`src/rtl/shift_arbiter.sv`:
```
// Two-port round-robin front end for a single 16-bit barrel shifter.
// One result register; backpressure freezes it and blocks both request ports.

module shift_arbiter_shifter (
  input  logic [15:0] i_data,
  input  logic [3:0]  i_cnt,
  input  logic [1:0]  i_op,
  output logic [15:0] o_data
);
  logic [31:0] w_dbl;

  // Rotate: the upper half of {x,x} << cnt is x rotated left by cnt.
  assign w_dbl = {i_data, i_data} << i_cnt;

  always_comb begin
    o_data = i_data;
    case (i_op)
      2'b00: o_data = w_dbl[31:16];
      2'b01: o_data = i_data << i_cnt;
      2'b10: o_data = $unsigned($signed(i_data) >>> i_cnt);
      2'b11: o_data = i_data >> i_cnt;
      default: o_data = i_data;
    endcase
  end
endmodule

module shift_arbiter (
  input  logic        clk,
  input  logic        rst,
  input  logic        req0_valid,
  input  logic [15:0] req0_in,
  input  logic [3:0]  req0_cnt,
  input  logic [1:0]  req0_op,
  output logic        req0_ready,
  input  logic        req1_valid,
  input  logic [15:0] req1_in,
  input  logic [3:0]  req1_cnt,
  input  logic [1:0]  req1_op,
  output logic        req1_ready,
  output logic        res_valid,
  output logic [15:0] res_data,
  output logic        res_src,
  input  logic        res_ready,
  output logic        busy
);
  localparam int NUM_PORTS = 2;

  typedef enum logic {EMPTY = 1'b0, FULL = 1'b1} state_t;

  state_t r_state, w_state_nxt;
  logic        r_rr;
  logic [15:0] r_data;
  logic        r_src;

  logic [NUM_PORTS-1:0]       w_vld;
  logic [NUM_PORTS-1:0]       w_rdy;
  logic [NUM_PORTS-1:0][15:0] w_in;
  logic [NUM_PORTS-1:0][3:0]  w_cnt;
  logic [NUM_PORTS-1:0][1:0]  w_op;
  logic        w_gnt;
  logic        w_slot_free;
  logic        w_acc;
  logic [15:0] w_sh_out;

  assign w_vld = {req1_valid, req0_valid};
  assign w_in  = {req1_in,    req0_in};
  assign w_cnt = {req1_cnt,   req0_cnt};
  assign w_op  = {req1_op,    req0_op};

  // Lone requester wins; on contention rr decides. Idle defaults to port 0.
  assign w_gnt       = (&w_vld) ? r_rr : w_vld[1];
  assign w_slot_free = (r_state == EMPTY) || res_ready;

  for (genvar n = 0; n < NUM_PORTS; n++) begin : g_rdy
    assign w_rdy[n] = w_slot_free && (w_gnt == 1'(n)) && w_vld[n] && !rst;
  end

  assign w_acc      = |w_rdy;
  assign req0_ready = w_rdy[0];
  assign req1_ready = w_rdy[1];

  shift_arbiter_shifter u_shifter (
    .i_data (w_in[w_gnt]),
    .i_cnt  (w_cnt[w_gnt]),
    .i_op   (w_op[w_gnt]),
    .o_data (w_sh_out)
  );

  always_ff @(posedge clk or posedge rst) begin
    if (rst) r_state <= EMPTY;
    else     r_state <= w_state_nxt;
  end

  always_comb begin
    w_state_nxt = r_state;
    case (r_state)
      EMPTY:   if (w_acc) w_state_nxt = FULL;
      FULL:    if (!w_acc && res_ready) w_state_nxt = EMPTY;
      default: w_state_nxt = EMPTY;
    endcase
  end

  // Payload only moves on an accept, so consume and stall both hold it.
  always_ff @(posedge clk or posedge rst) begin
    if (rst) begin
      r_data <= 16'h0000;
      r_src  <= 1'b0;
      r_rr   <= 1'b0;
    end else if (w_acc) begin
      r_data <= w_sh_out;
      r_src  <= w_gnt;
      r_rr   <= ~w_gnt;
    end
  end

  assign res_valid = (r_state == FULL);
  assign res_data  = r_data;
  assign res_src   = r_src;
  assign busy      = res_valid;
endmodule

```
`config.mk`:
```
export PLATFORM = sky130hd
export DESIGN_NAME = shift_arbiter
export DESIGN_NICKNAME = d
export VERILOG_FILES = /design/src/rtl/shift_arbiter.sv
export SDC_FILE = /design/constraint.sdc
export NUM_CORES = 1
export LEC_CHECK = 0
export ABC_AREA = 0
export CORE_MARGIN = 5
export CORE_UTILIZATION = 25
export CTS_CLUSTER_DIAMETER = 100
export CTS_CLUSTER_SIZE = 24
export DETAILED_ROUTE_END_ITERATION = 8
export PLACE_DENSITY = 0.46
export SLEW_MARGIN = 10
export SYNTH_ARGS = -nofsm -noshare
export SYNTH_HDL_FRONTEND = slang
export SYNTH_HIERARCHICAL = 1
export SYNTH_SLANG_ARGS = --single-unit
export TNS_END_PERCENT = 20
```
`constraint.sdc`:
```
create_clock -name clk -period 5.65 [get_ports clk]
set_clock_uncertainty 0.05 [all_clocks]
set_input_delay 1.13 -clock clk [delete_from_list [all_inputs] [get_ports clk]]
set_output_delay 1.13 -clock clk [all_outputs]
set_load 0.01 [all_outputs]
```
---- After elaboration in Yosys (flattened, before gate mapping) ----
Index checks and enable logic that the tools add are counted.
word-level totals
  bits of input ports ..................... 49
  output and inout bits ................... 21
  logic and storage cells ................. 38
  flip-flop bits (word level) ............. 19
operators by class
  bitwise operators ....................... 2
  equality and inequality tests ........... 3
  shift operators ......................... 4
  magnitude comparators ................... 1
  reductions and logical operators ........ 13
  multiplexer cells ....................... 11
operators by type and width
  kind                                                                   count
  16-bit one-hot mux with 4 select lines                                 1
  16-bit 2-to-1 mux                                                      2
  32-bit by 4-bit << shifter with 32-bit output                          1
  16-bit by 4-bit << shifter with 16-bit output                          1
  16-bit by 4-bit right shift with 16-bit output                         1
  16-bit by 4-bit >>> shifter with 16-bit output                         1
  4-bit 2-to-1 mux                                                       2
  1-bit logical AND                                                      7
  2-bit == test (second input constant)                                  2
  2-bit 2-to-1 mux                                                       2
  1-bit 2-to-1 mux                                                       3
  2-bit by 1-bit == test with 1-bit output (second input constant)       1
  1-bit logical NOT                                                      2
  2-bit logical NOT                                                      1
  1-bit by 2-bit < comparator with 1-bit output (second input constant)  1
  1-bit inverter                                                         2
  1-bit one-hot mux with 2 select lines                                  1
  2-bit AND reduction                                                    1
  2-bit OR reduction                                                     1
  1-bit logical OR                                                       1

---- Logic depth before layout (Yosys ltp) ----
Gate-level depths: netlist of run 1.
  depth after elaboration ................. 11
  mapped depth ............................ 14
  mapped depth without buffers ............ 9

---- Cells and area by module ----
Netlist of run 1, hierarchy kept.
modules (own cells, without submodules)
  module                 times used  area an instance (um^2)  cells each
  shift_arbiter_shifter  1           2067.0                   253
  shift_arbiter          1           1101.1                   76

---- Worst setup path before layout of run 1 ----
No wires, ideal clock.
  kind .................................... input-to-reg
  start ................................... input port req0_valid
  end ..................................... register r_data[7] (netlist: res_data[7])
  path slack .............................. 1996 ps
  buffers on the path ..................... 3
  arrival ................................. 3479 ps
  stages on the path ...................... 12
  cells stage by stage .................... inv_1 -> o21ai_4 -> buf_6 -> mux2_2 -> buf_6 -> buf_12 -> mux4_2 -> nand2_1 -> o31ai_1 -> and2_1 -> mux4_2 -> mux2_4
between the ends
  elaborated cells on any way between the ends .. 25
RTL lines
  item                                                                           RTL line  RTL
  start, declared                                                                30        input logic req0_valid,
  2-bit AND reduction (*)                                                        71        assign w_gnt = (&w_vld) ? r_rr : w_vld[1];
  1-bit 2-to-1 mux (*)                                                           71
  16-bit 2-to-1 mux (implied by the code) (tied with other cells) (2 in series)  83        .i_data (w_in[w_gnt]),
  16-bit by 4-bit right shift with 16-bit output (tied with other cells)         21        2'b11: o_data = i_data >> i_cnt;
  16-bit one-hot mux with 4 select lines (*)                                     17        case (i_op)
  net w_sh_out[7]                                                                63        logic [15:0] w_sh_out;
  end signal, assigned                                                           110       r_data <= w_sh_out;
  end, declared                                                                  52        logic [15:0] r_data;
The timed path passes the listed nets; every way through them passes the cells marked *. The select of a mux whose other input is x is not followed.
A chain may end at the register's enable or synchronous reset.

---- Worst setup path in the final report of run 1 ----
  start ................................... input port req0_valid
  end ..................................... register r_data[13] (netlist: res_data[13])
Same word-level chain as after synthesis.

==> impl.org, run 1 <==
** Status
- The run finished with clean final reports.

** CTS
- After clock tree synthesis, the clock-pin slew on the worst setup and hold paths is around 0.05 ns.
- Clock tree from TritonCTS :: built
- Maximum buffer depth of the clock tree :: 2
- The clock net in this run drives a total of 19 sinks.
- Number of buffers created by CTS :: 3
- H-Tree Depth :: 1
- CTS placed an instance of sky130_fd_sc_hd__clkbuf_16 at the clock tree root.
- PostCTS Resize Cnt :: 0
- Clock latency at the later pin of the worst-skew pair :: 0.25 ns
- Post-CTS timing repair inserted 0 buffers for setup.
- Post-CTS Hold Buffers :: 0

** Power
- Dividing total power by cell area gives a power density of 260 nW/µm².
- The analysis attributes to cell leakage a power of between 1.5 and 2 nW.
- IR analysis of the VDD net gives a maximum drop of between 0.0001 and 0.00015 V.
- Total design power :: 0.00104 W

** Synthesis
- The number of nets in the synthesized netlist is around 380.
- Yosys reg bits :: 19
- Synthesis produced approximately 330 cells.
- Cell variety after synth :: 55
- Mean instance size in the synthesized netlist :: 9.63 µm²
- In the synthesized netlist the async set-or-reset flop fraction comes to 1.00.
- Cell accounting for the most synthesized area :: sky130_fd_sc_hd__dfrtp_1
- Count of flip-flops with a built-in enable after synthesis :: 0
- Synth warnings :: 6
- Sequential area share after synthesis :: 0.150
- The most used flip-flop cell after synthesis is sky130_fd_sc_hd__dfrtp_1.
- The synthesized netlist occupies a cell area of about 3200 µm².
- By area the synthesized netlist is led by sky130_fd_sc_hd__dfrtp_1 15%, sky130_fd_sc_hd__mux2_2 15%, sky130_fd_sc_hd__mux4_2 13%, sky130_fd_sc_hd__mux2i_1 10%, sky130_fd_sc_hd__mux2_4 4.7%.
- The share of synthesized area in the top cell type comes to 0.150.

** Finish
- The finished layout holds about 550 standard cells, fillers aside.
- Fill cell count :: roughly 1,300
- Layout overhead on the synthesized area :: 25.6%
- Number of inserted diodes :: 0
- Share of final-layout standard cells stronger than drive strength 1 :: 0.239
- Final core occ :: 0.318
- Total number of nets in the final design :: about 430

** Placement
- Last weighted congestion value of the routability-driven placer :: ~0.9
- Detailed-placement wirelength estimate :: a little under 8000 µm
- Number of buffers added on ports :: 69
- Number of cells after detailed placement :: ~550

** Worst setup path
- Critical path arrival :: around 4.6 ns
- The startpoint identified for the worst register-to-register timing path is r_rr.
- Depth of the most critical reg-to-reg path :: 8
- In this run the critical register-to-register path is captured at res_data[13].
- Largest fanout on the critical path :: 42
- Type of destination of the critical path :: flop
- Endpoint required time on the critical path :: roughly 5.7 ns
- The worst setup path is of the in -> reg kind.
- Setup slack of the most critical reg-to-reg path :: 2.29 ns
- STA classifies the critical path startpoint as an input port.

** STA
- Setup violations remaining at the end of the flow were counted as 0.
- In this run the tightest slew margin relative to its limit is 0.338.
- Adding up every negative setup slack in the final design gives 0 ns.
- Highest clock frequency the design can meet :: roughly 220 MHz
- Final max-slew violation count :: 0
- Final period demand of the worst path :: 4.51 ns
- Setup repair after global routing left no endpoint under its margin.
- Hold Violations, Final :: 0
- In the finished design, the share of the clock period the worst path needs comes to 0.798.
- At the pin with the least slew margin, the transition time is 0.993 ns.

** Die
- Measured along the x axis, the die boundary spans between 100 and 150 µm.
- The initial utilization of the core area, before any placement, comes to 0.253.
- Die area :: between 15,000 and 20,000 µm²
- 70 I/O pins were placed.
- Placeable Area :: approximately 13,000 µm²
- Die Ht :: 123 µm
- In this run the core area contains 41 standard-cell rows.

** Route
- Summing over every cut layer, the via total after detailed routing is 2,915.
- Dividing the detail-routed wire length by the instance count gives 18.0 µm.
- For this run, design rule violations remaining after detail routing come to 0.
- Violation count after the first detailed-routing iteration :: 249
- In this run the remaining antenna-violating nets after routing total 0.
- Total wire length after detailed routing :: between 9000 and 10,000 µm
- Post-DR vias/cell :: 5.31
- The first TritonRoute pass finished after 5 iterations.

** GRT
- In the global route stage, overall resource usage came out at 0.133.
- Entering global routing, the biggest net connects 43 pins.
- Number of antenna violations at the first check in global routing :: 0
- Global routing finished with a remaining overflow of 0.
- Vias in the first global route :: approximately 2,800
- Wire length of the first global-routing pass :: 15,900 µm

** Min path
- Worst min-delay path endpoint :: res_src
- Hold_sp :: res_src
- Along the worst hold path, the cell count comes to 1.
- Type of the most critical hold path :: reg -> reg

** Run
- Across the run, the number of max-cap violations was 0.
-- critical path, cell delays in order --
cell,delay (ns)
sky130_fd_sc_hd__clkdlybuf4s50_1,0.57
sky130_fd_sc_hd__inv_1,0.10
sky130_fd_sc_hd__o21ai_4,0.20
sky130_fd_sc_hd__mux2_2,0.85
sky130_fd_sc_hd__buf_4,0.35
sky130_fd_sc_hd__mux2i_1,0.24
sky130_fd_sc_hd__mux2i_1,0.09
sky130_fd_sc_hd__o311ai_0,0.57
sky130_fd_sc_hd__a22oi_1,0.19
sky130_fd_sc_hd__mux2_2,0.29
-- per-layer routing --
| layer | share of wire | global-route usage | vias to the layer above |
|---|---|---|---|
| met5 | 0 | 0 | - |
| li1 | - | - | 1374 |
| met1 | 0.47 | 0.199 | 1420 |
| met2 | 0.46 | 0.213 | 113 |
| met3 | 0.058 | 0.00968 | 8 |
| met4 | 0.0081 | 0.0168 | 0 |
-- per-stage QoR --
| step | setup slack (ns) | hold WS [ns] | cell area [µm²] |
|---|---|---|---|
| floorplan | 2.00 | 0.472 | 3170 |
| global route | 0.904 | 0.479 | 3980 |
| detailed placement | 0.944 | 0.443 | 3900 |
| finish | 1.14 | 0.447 | 3980 |
| CTS | 1.19 | 0.458 | 3980 |
| global placement | 0.990 | 0.440 | 3900 |
-- kinds of logic after synthesis --
kind of cell	after synthesis	share of synthesized area
AO/OA/AOI/OAI	84	0.189
buffers and inverters	42	0.0869
AND/OR/NAND/NOR	78	0.115
flip-flops	19	0.150
multiplexers	106	0.459
-- how the worst max path moves through the flow --
stage	start	to	slack (ns)	cells after the start
floorplan	req0_valid	res_data[7]	2.00	12
global placement	req0_valid	res_data[6]	0.99	11
detailed placement	req0_valid	res_data[10]	0.94	11
CTS	req0_valid	res_data[10]	1.19	11
global route	req0_valid	res_data[13]	0.90	10
finish	req0_valid	res_data[13]	1.14	10
-- registers in the layout, summed over array words and instances (netlist names) --
| name | flops |
|---|---|
| res_data | 16 |
| res_src | 1 |
| r_rr | 1 |
| busy | 1 |
-- cells in the mapped netlist, types with 2 or more instances --
master                      n
sky130_fd_sc_hd__mux2_4    10
sky130_fd_sc_hd__o21a_1     2
sky130_fd_sc_hd__and3_1     2
sky130_fd_sc_hd__a21boi_0   3
sky130_fd_sc_hd__o32a_1     2
sky130_fd_sc_hd__or2_2      2
sky130_fd_sc_hd__nand3_1    5
sky130_fd_sc_hd__buf_4      4
sky130_fd_sc_hd__a21oi_1   15
sky130_fd_sc_hd__a22oi_1    3
sky130_fd_sc_hd__nand2b_1   3
sky130_fd_sc_hd__o21ai_1    3
sky130_fd_sc_hd__mux4_1     4
sky130_fd_sc_hd__a221oi_1   2
sky130_fd_sc_hd__a31oi_1    8
sky130_fd_sc_hd__dfrtp_1   19
sky130_fd_sc_hd__buf_1      2
sky130_fd_sc_hd__o21ai_0   13
sky130_fd_sc_hd__mux4_2    18
sky130_fd_sc_hd__nor2b_1    3
sky130_fd_sc_hd__nor3_1     8
sky130_fd_sc_hd__and2_1     2
sky130_fd_sc_hd__o311ai_0   2
sky130_fd_sc_hd__inv_1      7
sky130_fd_sc_hd__o31ai_1    6
sky130_fd_sc_hd__mux2i_1   32
sky130_fd_sc_hd__buf_2      8
sky130_fd_sc_hd__nand3b_1   2
sky130_fd_sc_hd__clkbuf_1  11
sky130_fd_sc_hd__buf_12     2
sky130_fd_sc_hd__o211a_1    2
sky130_fd_sc_hd__buf_6      8
sky130_fd_sc_hd__a211oi_1   8
sky130_fd_sc_hd__nor2_1    30
sky130_fd_sc_hd__nand2_1   17
sky130_fd_sc_hd__mux2_2    42
-- where the power goes --
part	leakage, nW	internal, W	switching, W	total [W]
Combinational	1.26	0.000353	0.000325	0.000678
Clock	0.0382	0.0000958	0.0000472	0.000143
Sequential	0.227	0.000186	0.0000295	0.000215
Total	1.52	0.000634	0.000402	0.00104
-- layout make-up --
class | count | area [µm²] | area share
clock buffer | 4 | 78.8 | 0.0198
timing repair buffer | 79 | 766 | 0.192
sequential | 19 | 475 | 0.119
multi-input combinational | 268 | 2420 | 0.608
tap | 172 | 215 | 0.0541
inverter | 7 | 26.3 | 0.00660
-- cells in the final DEF, fill, tap and decap left out, types with 2 or more instances in the layout --
cell type and instances:
sky130_fd_sc_hd__o21ai_1 3, sky130_fd_sc_hd__buf_4 10, sky130_fd_sc_hd__a22oi_1 3, sky130_fd_sc_hd__a221oi_1 2
sky130_fd_sc_hd__nor2b_1 3, sky130_fd_sc_hd__o211a_1 2, sky130_fd_sc_hd__dfrtp_1 19, sky130_fd_sc_hd__and3_1 2
sky130_fd_sc_hd__o311ai_0 2, sky130_fd_sc_hd__mux4_2 18, sky130_fd_sc_hd__and2_1 2, sky130_fd_sc_hd__nor3_1 8
sky130_fd_sc_hd__o32a_1 2, sky130_fd_sc_hd__nand3_1 5, sky130_fd_sc_hd__mux4_1 4, sky130_fd_sc_hd__o31ai_1 6
sky130_fd_sc_hd__a211oi_1 8, sky130_fd_sc_hd__nand3b_1 2, sky130_fd_sc_hd__clkdlybuf4s50_1 69, sky130_fd_sc_hd__nand2b_1 3
sky130_fd_sc_hd__nand2_1 17, sky130_fd_sc_hd__clkbuf_16 3, sky130_fd_sc_hd__o21ai_0 13, sky130_fd_sc_hd__or2_2 2
sky130_fd_sc_hd__a21boi_0 3, sky130_fd_sc_hd__mux2_2 42, sky130_fd_sc_hd__o21a_1 2, sky130_fd_sc_hd__mux2i_1 32
sky130_fd_sc_hd__a31oi_1 8, sky130_fd_sc_hd__a21oi_1 15, sky130_fd_sc_hd__mux2_4 10, sky130_fd_sc_hd__inv_1 7
sky130_fd_sc_hd__nor2_1 30
(Power assumes the default switching activity.)
==> run 2, diff against run 1 <==
--- a/config.mk
+++ b/config.mk
@@ -11,7 +11,7 @@
 export CTS_CLUSTER_DIAMETER = 100
 export CTS_CLUSTER_SIZE = 24
 export DETAILED_ROUTE_END_ITERATION = 8
-export PLACE_DENSITY = 0.46
+export PLACE_DENSITY = 0.48
 export SLEW_MARGIN = 10
 export SYNTH_ARGS = -nofsm -noshare
 export SYNTH_HDL_FRONTEND = slang
==> constraint.sdc (replaced) <==
create_clock -name clk -period 3.76 [get_ports clk]
set_clock_uncertainty 0.05 [all_clocks]
set_input_delay 0.752 -clock clk [delete_from_list [all_inputs] [get_ports clk]]
set_output_delay 0.752 -clock clk [all_outputs]
set_load 0.01 [all_outputs]
==> impl.org, run 2 (synthesis results as in run 1) <==
** Min path
- The launch instance of the worst min-delay path is res_data[15] (was res_src).
- The count of cells along the worst hold path is 1 (unchanged).
- Type of the most critical hold path :: reg -> reg (unchanged)
- The worst-case hold path end point was res_data[15] (was res_src).

** Power
- The cell leakage power came to 1.89 nW (was 1.52 nW).
- The peak supply drop came to 0.000154 V (was 0.000124 V).
- The power density relative to cell area is 378 nW/µm² (was 260 nW/µm²).

** Worst setup path
- R2r startpoint :: r_rr (unchanged)
- The required time of the worst setup path was 3.84 ns (was 5.73 ns).
- The kind of launch point of the worst setup path was an input port (unchanged).
- The maximum fanout along the worst path came to 8 (was 42).
- The number of cells on the worst reg-to-reg path came to 10 (was 8).
- The sort of element at the end of the critical path is a flop (unchanged).
- Critical path arrival :: 3.75 ns (was 4.59 ns)
- Setup slack of the most critical reg-to-reg path :: 0.70 ns (was 2.29 ns)
- Endpoint of the most critical register-to-register path :: res_data[7] (was res_data[13])
- Worst setup path category :: in -> reg (unchanged)

** CTS
- The worst-skew pair later-pin latency is 0.25 ns (about the same).
- Post-CTS Hold Buffers :: 0 (unchanged)
- Clock tree from TritonCTS :: built (unchanged)
- Clock tree sinks :: 19 (unchanged)
- The total CTS buffers is 3 (unchanged).
- The clock root buffer is sky130_fd_sc_hd__clkbuf_16 (unchanged).
- Buffer count from post-CTS setup fixing :: 0 (unchanged)
- The number of levels the H-tree was split into is 1 (unchanged).
- The maximum number of buffers from clock root to sink was 2 (unchanged).
- The clock transition at the registers of the reported paths is 0.05 ns (about the same).

** Die
- The I/O pin count is 70 (unchanged).
- Chip Width :: 123 µm (unchanged)
- The starting utilization of the core area is 0.253 (unchanged).
- The number of rows in the core area is 41 (unchanged).
- The core footprint was 12,500 µm² (unchanged).
- Die area :: 15,000 µm² (unchanged)
- The die extent in y was 123 µm (unchanged).

** STA
- Final max-slew violation count :: 0 (unchanged)
- The worst slew margin relative to its limit came to 0.610 (was 0.338).
- The transition time at the pin with the least slew margin came to 0.579 ns (was 0.993 ns).
- Final critical-path share of the clock period :: 0.977
- The worst setup margin is 0.0876 ns (was 1.14 ns).
- Unrepaired setup endpoints after global routing: no (unchanged).
- Final period demand of the worst path :: around 3.7 ns
- Static timing analysis puts the maximum clock frequency at between 200 and 300 MHz.
- The final sum of negative setup slack is 0 ns (unchanged).
- Hold Violations, Final :: 0 (unchanged)
- Setup-failing EPs final :: 0 (unchanged)

** Run
- The number of violations of the max-capacitance limit came to 0 (unchanged).

** Route
- The length of the first detailed-routing pass in iterations was 4 (was 5).
- The average wire length per cell after detail routing came to 17.2 µm (was 18.0 µm).
- The average vias per placed instance was 4.96 (was 5.31).
- Vias :: 3,073 (was 2,915)
- Total wire length after detailed routing :: 10,700 µm (was 9900 µm)
- Number of DRC violations after detailed routing :: 0 (unchanged)
- Violation count after the first detailed-routing iteration :: 212 (was 249)
- ANT nets after route :: 0 (unchanged)

** Finish
- Sequential cell area :: 475 µm² (unchanged)
- The total inserted antenna cells is 0 (unchanged).
- Final cell area excluding filler cells :: 4570 µm² (was 3980 µm²)
- Fill cell count :: 1,342 (was 1,321)
- Commonest non-fill, non-tap cell in the layout :: sky130_fd_sc_hd__buf_4 (was sky130_fd_sc_hd__clkdlybuf4s50_1)
- The layout-stage area growth over the synthesis result is 44.4% (was 25.6%).
- Combined area of the multi-input logic cells :: 2420 µm² (unchanged)
- Flip-flop count of the largest register after layout :: 16 (unchanged)
- The post-layout utilization of the core was 0.365 (was 0.318).
- Share of final-layout standard cells stronger than drive strength 1 :: 0.359 (was 0.239)
- The number of nets in the layout came to 498 (was 427).
- Top library cells by usage in the layout, fill and taps aside: 76 x sky130_fd_sc_hd__buf_4, 69 x sky130_fd_sc_hd__clkdlybuf4s50_1, 42 x sky130_fd_sc_hd__mux2_2 (was 69 x sky130_fd_sc_hd__clkdlybuf4s50_1, 42 x sky130_fd_sc_hd__mux2_2, 32 x sky130_fd_sc_hd__mux2i_1).

** GRT
- Global-route usage over all layers :: 0.143 (was 0.133)
- Wire length of the first global-routing pass :: 17,300 µm (was 15,900 µm)
- Maximum number of pins on one net before global-route repair :: 31 (was 43)
- The number of global-route vias before repair was 3,171 (was 2,792).
- The number of antenna violations at the first check in global routing is 0 (unchanged).
- Leftover overflow at the end of global routing :: 0 (unchanged)

** Placement
- Placed Area :: 4500 µm² (was 3900 µm²)
- The post-detailed-placement half-perimeter wirelength is 8970 µm (was 7770 µm).
- The post-place setup slack came to -0.191 ns (was 0.944 ns).
- Number of buffers added on ports :: 69 (unchanged)
- Last weighted congestion value of the routability-driven placer :: 0.889 (was 0.899)

** Status
- Result of the run :: completed (unchanged)
[run 2: cell count changes in the layout (fill, tap and decap cells not counted), sizes merged]
cell / before / now
buf: 10 / 81
[run 2: metal layers]
layer | up-vias | GRT usage | wire, µm
met5 | - | 0 | 0
met4 | 0 | 0.0280 | 142
met3 | 10 | 0.00968 | 436
met2 | 75 | 0.250 | 5190
met1 | 1480 | 0.196 | 4890
li1 | 1508 | - | -
[run 2: final cells by class]
type | instances | area share
repair buffers | 150 | 0.298
multi-input cells | 268 | 0.528
flip-flops and latches | 19 | 0.104
clock buffers | 4 | 0.0172
well taps | 172 | 0.0470
inverters | 7 | 0.00574
[run 2: per-stage QoR]
step	power, W	std cells	hold WS (ns)
finish	0.00173	620	0.453
global route	0.00184	620	0.473
CTS	0.00174	620	0.457
detailed placement	0.00152	616	0.443
global placement	0.00151	616	0.439
floorplan	0.00100	329	0.472
[run 2: worst max path at each step]
stage	to	start	slack, ns	depth (start not counted)
6_report	res_data[7]	req0_valid	0.09	12
5_1_grt	res_data[7]	req0_valid	0.02	12
3_3_place_gp	res_data[7]	req0_valid	-0.16	12
4_1_cts	res_data[7]	req0_valid	0.05	12
3_5_place_dp	res_data[7]	req0_valid	-0.19	12
2_1_floorplan	res_data[7]	req0_valid	0.48	12
[run 2: power by group]
part	total, W	leakage, nW	switching, W	internal [W]
Clock	0.000213	0.0382	0.0000694	0.000144
Sequential	0.000321	0.227	0.0000425	0.000279
Combinational	0.00119	1.62	0.000527	0.000666
[run 2: critical path: stages]
cell and delay, ns:
sky130_fd_sc_hd__clkdlybuf4s50_1 0.49, sky130_fd_sc_hd__inv_1 0.07, sky130_fd_sc_hd__o21ai_4 0.16, sky130_fd_sc_hd__buf_12 0.15, sky130_fd_sc_hd__buf_4 0.13, sky130_fd_sc_hd__mux2_2 0.34, sky130_fd_sc_hd__mux4_2 0.53, sky130_fd_sc_hd__nand2_1 0.09
sky130_fd_sc_hd__o31ai_1 0.10, sky130_fd_sc_hd__and2_1 0.18, sky130_fd_sc_hd__mux4_2 0.48, sky130_fd_sc_hd__mux2_4 0.27
[run 2: repair_timing]
action | 4_1_cts | 5_1_grt
resized for setup | 0 | 1
endpoints found under the hold margin | 0 | 0
endpoints found under the setup margin | 0 | 4
==> run 3, diff against run 2 <==
--- a/config.mk
+++ b/config.mk
@@ -11,10 +11,9 @@
 export CTS_CLUSTER_DIAMETER = 100
 export CTS_CLUSTER_SIZE = 24
 export DETAILED_ROUTE_END_ITERATION = 8
-export PLACE_DENSITY = 0.48
+export PLACE_DENSITY = 0.55
 export SLEW_MARGIN = 10
 export SYNTH_ARGS = -nofsm -noshare
 export SYNTH_HDL_FRONTEND = slang
 export SYNTH_HIERARCHICAL = 1
 export SYNTH_SLANG_ARGS = --single-unit
-export TNS_END_PERCENT = 20
==> impl.org, run 3 (synthesis results as in run 1) <==
** Status
- Result of the run: completed (unchanged).

** Run
- The number of violations of the max-capacitance limit is 0 (unchanged).

** Finish
- The cell area after layout came to 4510 µm² (was 4570 µm²).
- The number of flip-flops under the largest register name came to 16 (unchanged).
- Share of final-layout standard cells stronger than drive strength 1 :: 0.349 (was 0.359)
- Commonest non-fill, non-tap cell in the layout :: sky130_fd_sc_hd__clkdlybuf4s50_1 (was sky130_fd_sc_hd__buf_4)
- Top library cells by usage in the layout, fill and taps aside :: 69 x sky130_fd_sc_hd__clkdlybuf4s50_1, 63 x sky130_fd_sc_hd__buf_4, 42 x sky130_fd_sc_hd__mux2_2 (was 76 x sky130_fd_sc_hd__buf_4, 69 x sky130_fd_sc_hd__clkdlybuf4s50_1, 42 x sky130_fd_sc_hd__mux2_2)
- The number of nets in the layout was 486 (was 498).
- Fill cell count :: 1,294 (was 1,342)
- Number of inserted diodes :: 0 (unchanged)
- Final core occ :: 0.361 (was 0.365)
- Layout overhead on the synthesized area :: 42.5% (was 44.4%)

** Route
- The overall routed net length came to 10,800 µm (was 10,700 µm).
- The DRC marker count from the first detailed-route iteration is 167 (was 212).
- Wirelength per Cell :: 17.8 µm (was 17.2 µm)
- The number of design rule violations left after detail routing was 0 (unchanged).
- The average vias per placed instance is 5.14 (was 4.96).
- The overall via count from detail_route was 3,123 (was 3,073).
- The length of the first detailed-routing pass in iterations came to 4 (unchanged).
- ANT nets after route :: 0 (unchanged)

** GRT
- Vias in the first global route :: 3,133 (was 3,171)
- Global-route usage over all layers :: 0.144 (was 0.143)
- The number of antenna violations at the first check in global routing was 0 (unchanged).
- The remaining global-route overflow is 0 (unchanged).
- Wire length of the first global-routing pass :: 17,300 µm (unchanged)
- Maximum number of pins on one net before global-route repair :: 23 (was 31)

** STA
- Hold Violations, Final :: 0 (unchanged)
- The count of endpoints failing setup in the final report came to 0 (unchanged).
- Final max-slew violation count :: 0 (unchanged)
- The portion of the clock cycle consumed by the worst path in the final layout was 0.961 (was 0.977).
- The top achievable clock speed came to 277 MHz (was 272 MHz).
- The transition time at the pin with the least slew margin came to 0.399 ns (was 0.579 ns).
- Final period demand of the worst path :: 3.61 ns (was 3.67 ns)
- The worst setup margin was 0.148 ns (was 0.0876 ns).
- Unrepaired setup endpoints after global routing :: no (unchanged)
- Accumulated negative setup slack :: 0 ns (unchanged)
- The worst slew margin relative to its limit was 0.727 (was 0.610).

** CTS
- Post-CTS Hold Buffers :: 0 (unchanged)
- The total CTS buffers was 3 (unchanged).
- Clock latency at the later pin of the worst-skew pair :: 0.25 ns (about the same)
- The number of levels the H-tree was split into is 1 (unchanged).
- CTS root buffer :: sky130_fd_sc_hd__clkbuf_16 (unchanged)
- Clk slew on worst S/H paths :: 0.05 ns (about the same)
- Clock tree from TritonCTS :: built (unchanged)
- The maximum number of buffers from clock root to sink is 2 (unchanged).
- Clock tree sinks :: 19 (unchanged)

** Worst setup path
- Worst setup path category :: in -> reg (unchanged)
- The maximum fanout along the worst path came to 20 (was 8).
- The reg-to-reg startpoint was r_rr (unchanged).
- The setup slack on the worst flop-to-flop path is 0.74 ns (was 0.70 ns).
- The kind of launch point of the worst setup path was an input port (unchanged).
- The endpoint of the most critical register-to-register path is res_data[10] (was res_data[7]).
- Type of destination of the critical path :: flop (unchanged)
- Critical path arrival :: 3.75 ns (about the same)
- The number of cells on the worst reg-to-reg path was 10 (unchanged).
- Endpoint required time on the critical path :: 3.90 ns (was 3.84 ns)

** Power
- The power density relative to cell area was 382 nW/µm² (was 378 nW/µm²).
- The peak supply drop came to 0.000149 V (was 0.000154 V).
- Static leakage :: 1.84 nW (was 1.89 nW)
- The total power is 0.00172 W (was 0.00173 W).

** Die
- Chip Width :: 123 µm (unchanged)
- Placeable Area :: 12,500 µm² (unchanged)
- Die Ht :: 123 µm (unchanged)
- The overall die area came to 15,000 µm² (unchanged).
- The I/O pin count is 70 (unchanged).
- Effective utilization at floorplan :: 0.253 (unchanged)
- Number of rows created at floorplan :: 41 (unchanged)

** Min path
- The launch instance of the worst min-delay path was res_src (was res_data[15]).
- Type of the most critical hold path :: reg -> reg (unchanged)
- Number of stages on the worst hold path :: 1 (unchanged)
- Worst min-delay path endpoint :: res_src (was res_data[15])

** Placement
- The post-place setup slack was -0.160 ns (was -0.191 ns).
- Detailed-placement wirelength estimate :: 8850 µm (was 8970 µm)
- Number of buffers added on ports :: 69 (unchanged)
- Placed Area :: 4390 µm² (was 4500 µm²)
- Last weighted congestion value of the routability-driven placer :: 0.914 (was 0.889)
-- run 3: how the worst max path moves through the flow --
stage / to / cells past startpoint / slack, ns / startpoint
3_3_place_gp: res_data[13] / 13 / -0.19 / req0_valid
2_1_floorplan: res_data[7] / 12 / 0.48 / req0_valid
6_report: res_data[10] / 12 / 0.15 / req0_valid
5_1_grt: res_data[5] / 13 / 0.04 / req0_valid
4_1_cts: res_data[11] / 14 / 0.09 / req0_valid
3_5_place_dp: res_data[13] / 13 / -0.16 / req0_valid
-- run 3: where the power goes --
part | switching [W] | leakage [nW] | total (W) | internal (W)
Sequential | 0.0000471 | 0.227 | 0.000326 | 0.000279
Clock | 0.0000763 | 0.0409 | 0.000219 | 0.000142
Combinational | 0.000529 | 1.58 | 0.00118 | 0.000649
Total | 0.000652 | 1.84 | 0.00172 | 0.00107
-- run 3: final cells by class --
class / instances / area [µm²] / share of cell area
Timing Repair Buffer: 138 / 1290 / 0.286
Multi-Input combinational cell: 268 / 2430 / 0.538
Clock inverter: 1 / 5.00 / 0.00111
Inverter: 7 / 26.3 / 0.00582
Sequential cell: 19 / 475 / 0.105
Clock buffer: 3 / 75.1 / 0.0166
Tap cell: 172 / 215 / 0.0477
-- run 3: metal layers --
metal  track usage  wire, µm
met1         0.207      4990
met2         0.232      4960
met3        0.0194       740
met4        0.0280       123
met5             0         0
-- run 3: metrics by stage --
step	hold WS, ns	cells
after detailed placement	0.436	602
after CTS	0.454	606
after floorplan	0.472	329
after global placement	0.432	602
final	0.447	608
after global routing	0.468	608
-- run 3: worst max-delay path: stages --
cell and delay [ns]:
sky130_fd_sc_hd__clkdlybuf4s50_1 0.48, sky130_fd_sc_hd__inv_1 0.07, sky130_fd_sc_hd__o21ai_4 0.17, sky130_fd_sc_hd__buf_12 0.16, sky130_fd_sc_hd__mux2_2 0.39, sky130_fd_sc_hd__buf_12 0.18, sky130_fd_sc_hd__mux2i_1 0.20, sky130_fd_sc_hd__mux4_2 0.52
sky130_fd_sc_hd__and2_0 0.17, sky130_fd_sc_hd__a31o_1 0.20, sky130_fd_sc_hd__a221oi_2 0.26, sky130_fd_sc_hd__mux2_4 0.19
-- run 3: timing repair --
item                                    4_1_cts  5_1_grt
setup buffers                                 0        1
endpoints found under the hold margin         0        0
resized for setup                             0        5
endpoints found under the setup margin        0        7
==> edit, RTL diff (config.mk and constraints of run 2) <==
Remove the case item `2'b11` of the case on `i_op`.
--- a/src/rtl/shift_arbiter.sv
+++ b/src/rtl/shift_arbiter.sv
@@ -20,3 +20,2 @@
       2'b10: o_data = $unsigned($signed(i_data) >>> i_cnt);
-      2'b11: o_data = i_data >> i_cnt;
       default: o_data = i_data;
Formal check against the unedited RTL: not equivalent (Yosys sat finds a counterexample within 4 cycles, from zero or initial values and one cycle with rst high).
==> edit against run 2 <==
- critical path depth unchanged
- setup slack lost 0.048 ns
- die area grew 9.9%
- routed wire length is 24% higher
- final cell count rose by 4.4%
- sequential cell count did not move
- fmax shrank 1.3%
- total power increased by 9.6%
- critical path type unchanged
- synthesized area rose by 11%
- final area is 12% higher
- sequential share of layout area decreased by 1.2 points
==> edit: results (changes against run 2) <==
The tools report the wire length of the first global-routing pass as 20500 um (+19%). The startpoint identified for the worst hold timing path is res_src. The static leakage power came out at 2.08 nW (+10%).

The total number of vias came out at 3541 (+15%). The worst reg2reg path endpoint was res_data[4]. The compound-cell area share of the yosys netlist came out at 0.172 (-0.0167).

Sorting the synthesized cells by area gives the leading types as mux4_2 (18%), mux2_2 (16%), dfrtp_1 (14%). For hold timing, the worst endpoint is res_src. The headroom to the max-slew limit is 0.696 (+0.0855). The net count of the finished layout was 517 (+3.8%). Sequential element share of the synthesized area: 0.135 (-0.0147). The biggest fanout along the worst timing path is 6 (-2), and the number of DRC violations after detailed-routing iteration 0 is 289 (+36%).

The multiplexer area fraction after synthesis is 0.527 (+0.0685). The run finished with clean final reports. The layout filler cell count came out at 1336 (-0.45%).

The run gives 0.154 (+0.0109) as the global routing usage summed across all routing layers. The run gives 3594 (+13%) as the number of global-route vias before repair. The kind of cell with the highest combined delay along the critical path is multiplexers. The logs give 3.80 ns (+0.05 ns) for the signal arrival time at the worst endpoint and 4890 um2 (+8.7%) for the placed cell area.

The register-to-register setup slack is 0.68 ns (-0.02 ns). The switching share of total power works out to 0.379 (+0.00954). The share of final-layout standard cells stronger than drive strength 1 was 0.433 (+0.0732); the total half-perimeter wirelength after legalization and detailed placement was 10600 um (+18%). The net count after synthesis is 397 (+5.0%). After synthesis, the most frequently instantiated cells are mux2_2 (51), mux2i_1 (32), mux4_2 (28), nand2_1 (25), o21ai_0 (20). The tools report the maximum number of pins on one net before global-route repair as 37 (+19%). The first-pass detailed-route iteration total came out at 6 (+2).

The detailed-routed wire length on met2 was 6340 um (+22%). The maximum ir drop on the vdd rail was 152 uV (-1.8%). The met3 layer wire length in the routed design was 882 um (+100%); the routability-driven placement congestion ratio was 0.916 (+3.1%).
[edit: power by group through the flow]
stage | registers, mW | clock network, mW | logic [mW]
2_1_floorplan | 0.352 | 0 | 0.720
3_3_place_gp | 0.324 | 0 | 1.29
3_5_place_dp | 0.328 | 0 | 1.29
4_1_cts | 0.325 | 0.220 | 1.30
5_1_grt | 0.333 | 0.231 | 1.44
6_report | 0.323 | 0.216 | 1.36
[edit: cell type report]
cell class	instances	area, um2	share of cell area
multi-input combinational	280	2830	0.550
timing repair buffer	157	1500	0.292
inverter	7	28.8	0.00559
clock buffer	3	75.1	0.0146
clock inverter	1	5.00	0.000973
sequential	19	475	0.0924
tap	180	225	0.0438
[edit: worst reg2reg max path: stages (launching register included)]
cell and delay, ns:
dfrtp_1 0.43, o21ai_4 0.16, buf_12 0.14, buf_12 0.13
mux2_2 0.39, mux4_2 0.53, mux4_2 0.48, a21oi_1 0.14
o21ai_1 0.09, a21boi_1 0.15, mux2_4 0.26
[edit: how the worst max path moves through the flow]
| stage | end | slack [ns] | depth (start not counted) |
|---|---|---|---|
| global route | res_data[14] | -0.03 | 13 |
| detailed placement | res_data[5] | -0.31 | 14 |
| finish | res_data[4] | 0.04 | 12 |
| CTS | res_data[9] | 0.02 | 11 |
| global placement | res_data[5] | -0.28 | 14 |
| floorplan | res_data[2] | 0.32 | 12 |
[edit: layer usage]
metal,vias to the layer above,track usage
met5,-,0
met4,0,0.0284
met3,12,0.0149
met2,152,0.264
met1,1766,0.214
li1,1611,-
[edit: what timing repair did]
item / 4_1_cts / 5_1_grt
pin swaps: 1 / 5
resized for setup: 2 / 23
setup endpoints to repair: 5 / 13
endpoints found under the hold margin: 0 / 0
cloned: 0 / 2
setup buffers: 0 / 2
hold buffers: 0 / 0
[edit: cell families (layout without fill, tap and decap cells)]
| logic type | after synthesis | count (layout) |
|---|---|---|
| AOI/OAI and AO/OA | 87 | 87 |
| buffers and inverters | 49 | 168 |
| DFF | 19 | 19 |
| muxes | 129 | 129 |
| and+or+nand+nor | 64 | 64 |
[edit: stage by stage]
| stage | util | setup TNS [ns] | cells | total power, mW | setup slack, ns |
|---|---|---|---|---|---|
| 2_1_floorplan | - | 0 | 348 | 1.07 | 0.323 |
| 3_3_place_gp | 0.353 | -2.76 | 639 | 1.61 | -0.284 |
| 3_5_place_dp | 0.353 | -3.26 | 639 | 1.62 | -0.311 |
| 4_1_cts | 0.360 | 0 | 643 | 1.84 | 0.0154 |
| 5_1_grt | 0.372 | -0.118 | 647 | 2.01 | -0.0305 |
| 6_report | 0.372 | 0 | 647 | 1.89 | 0.0391 |
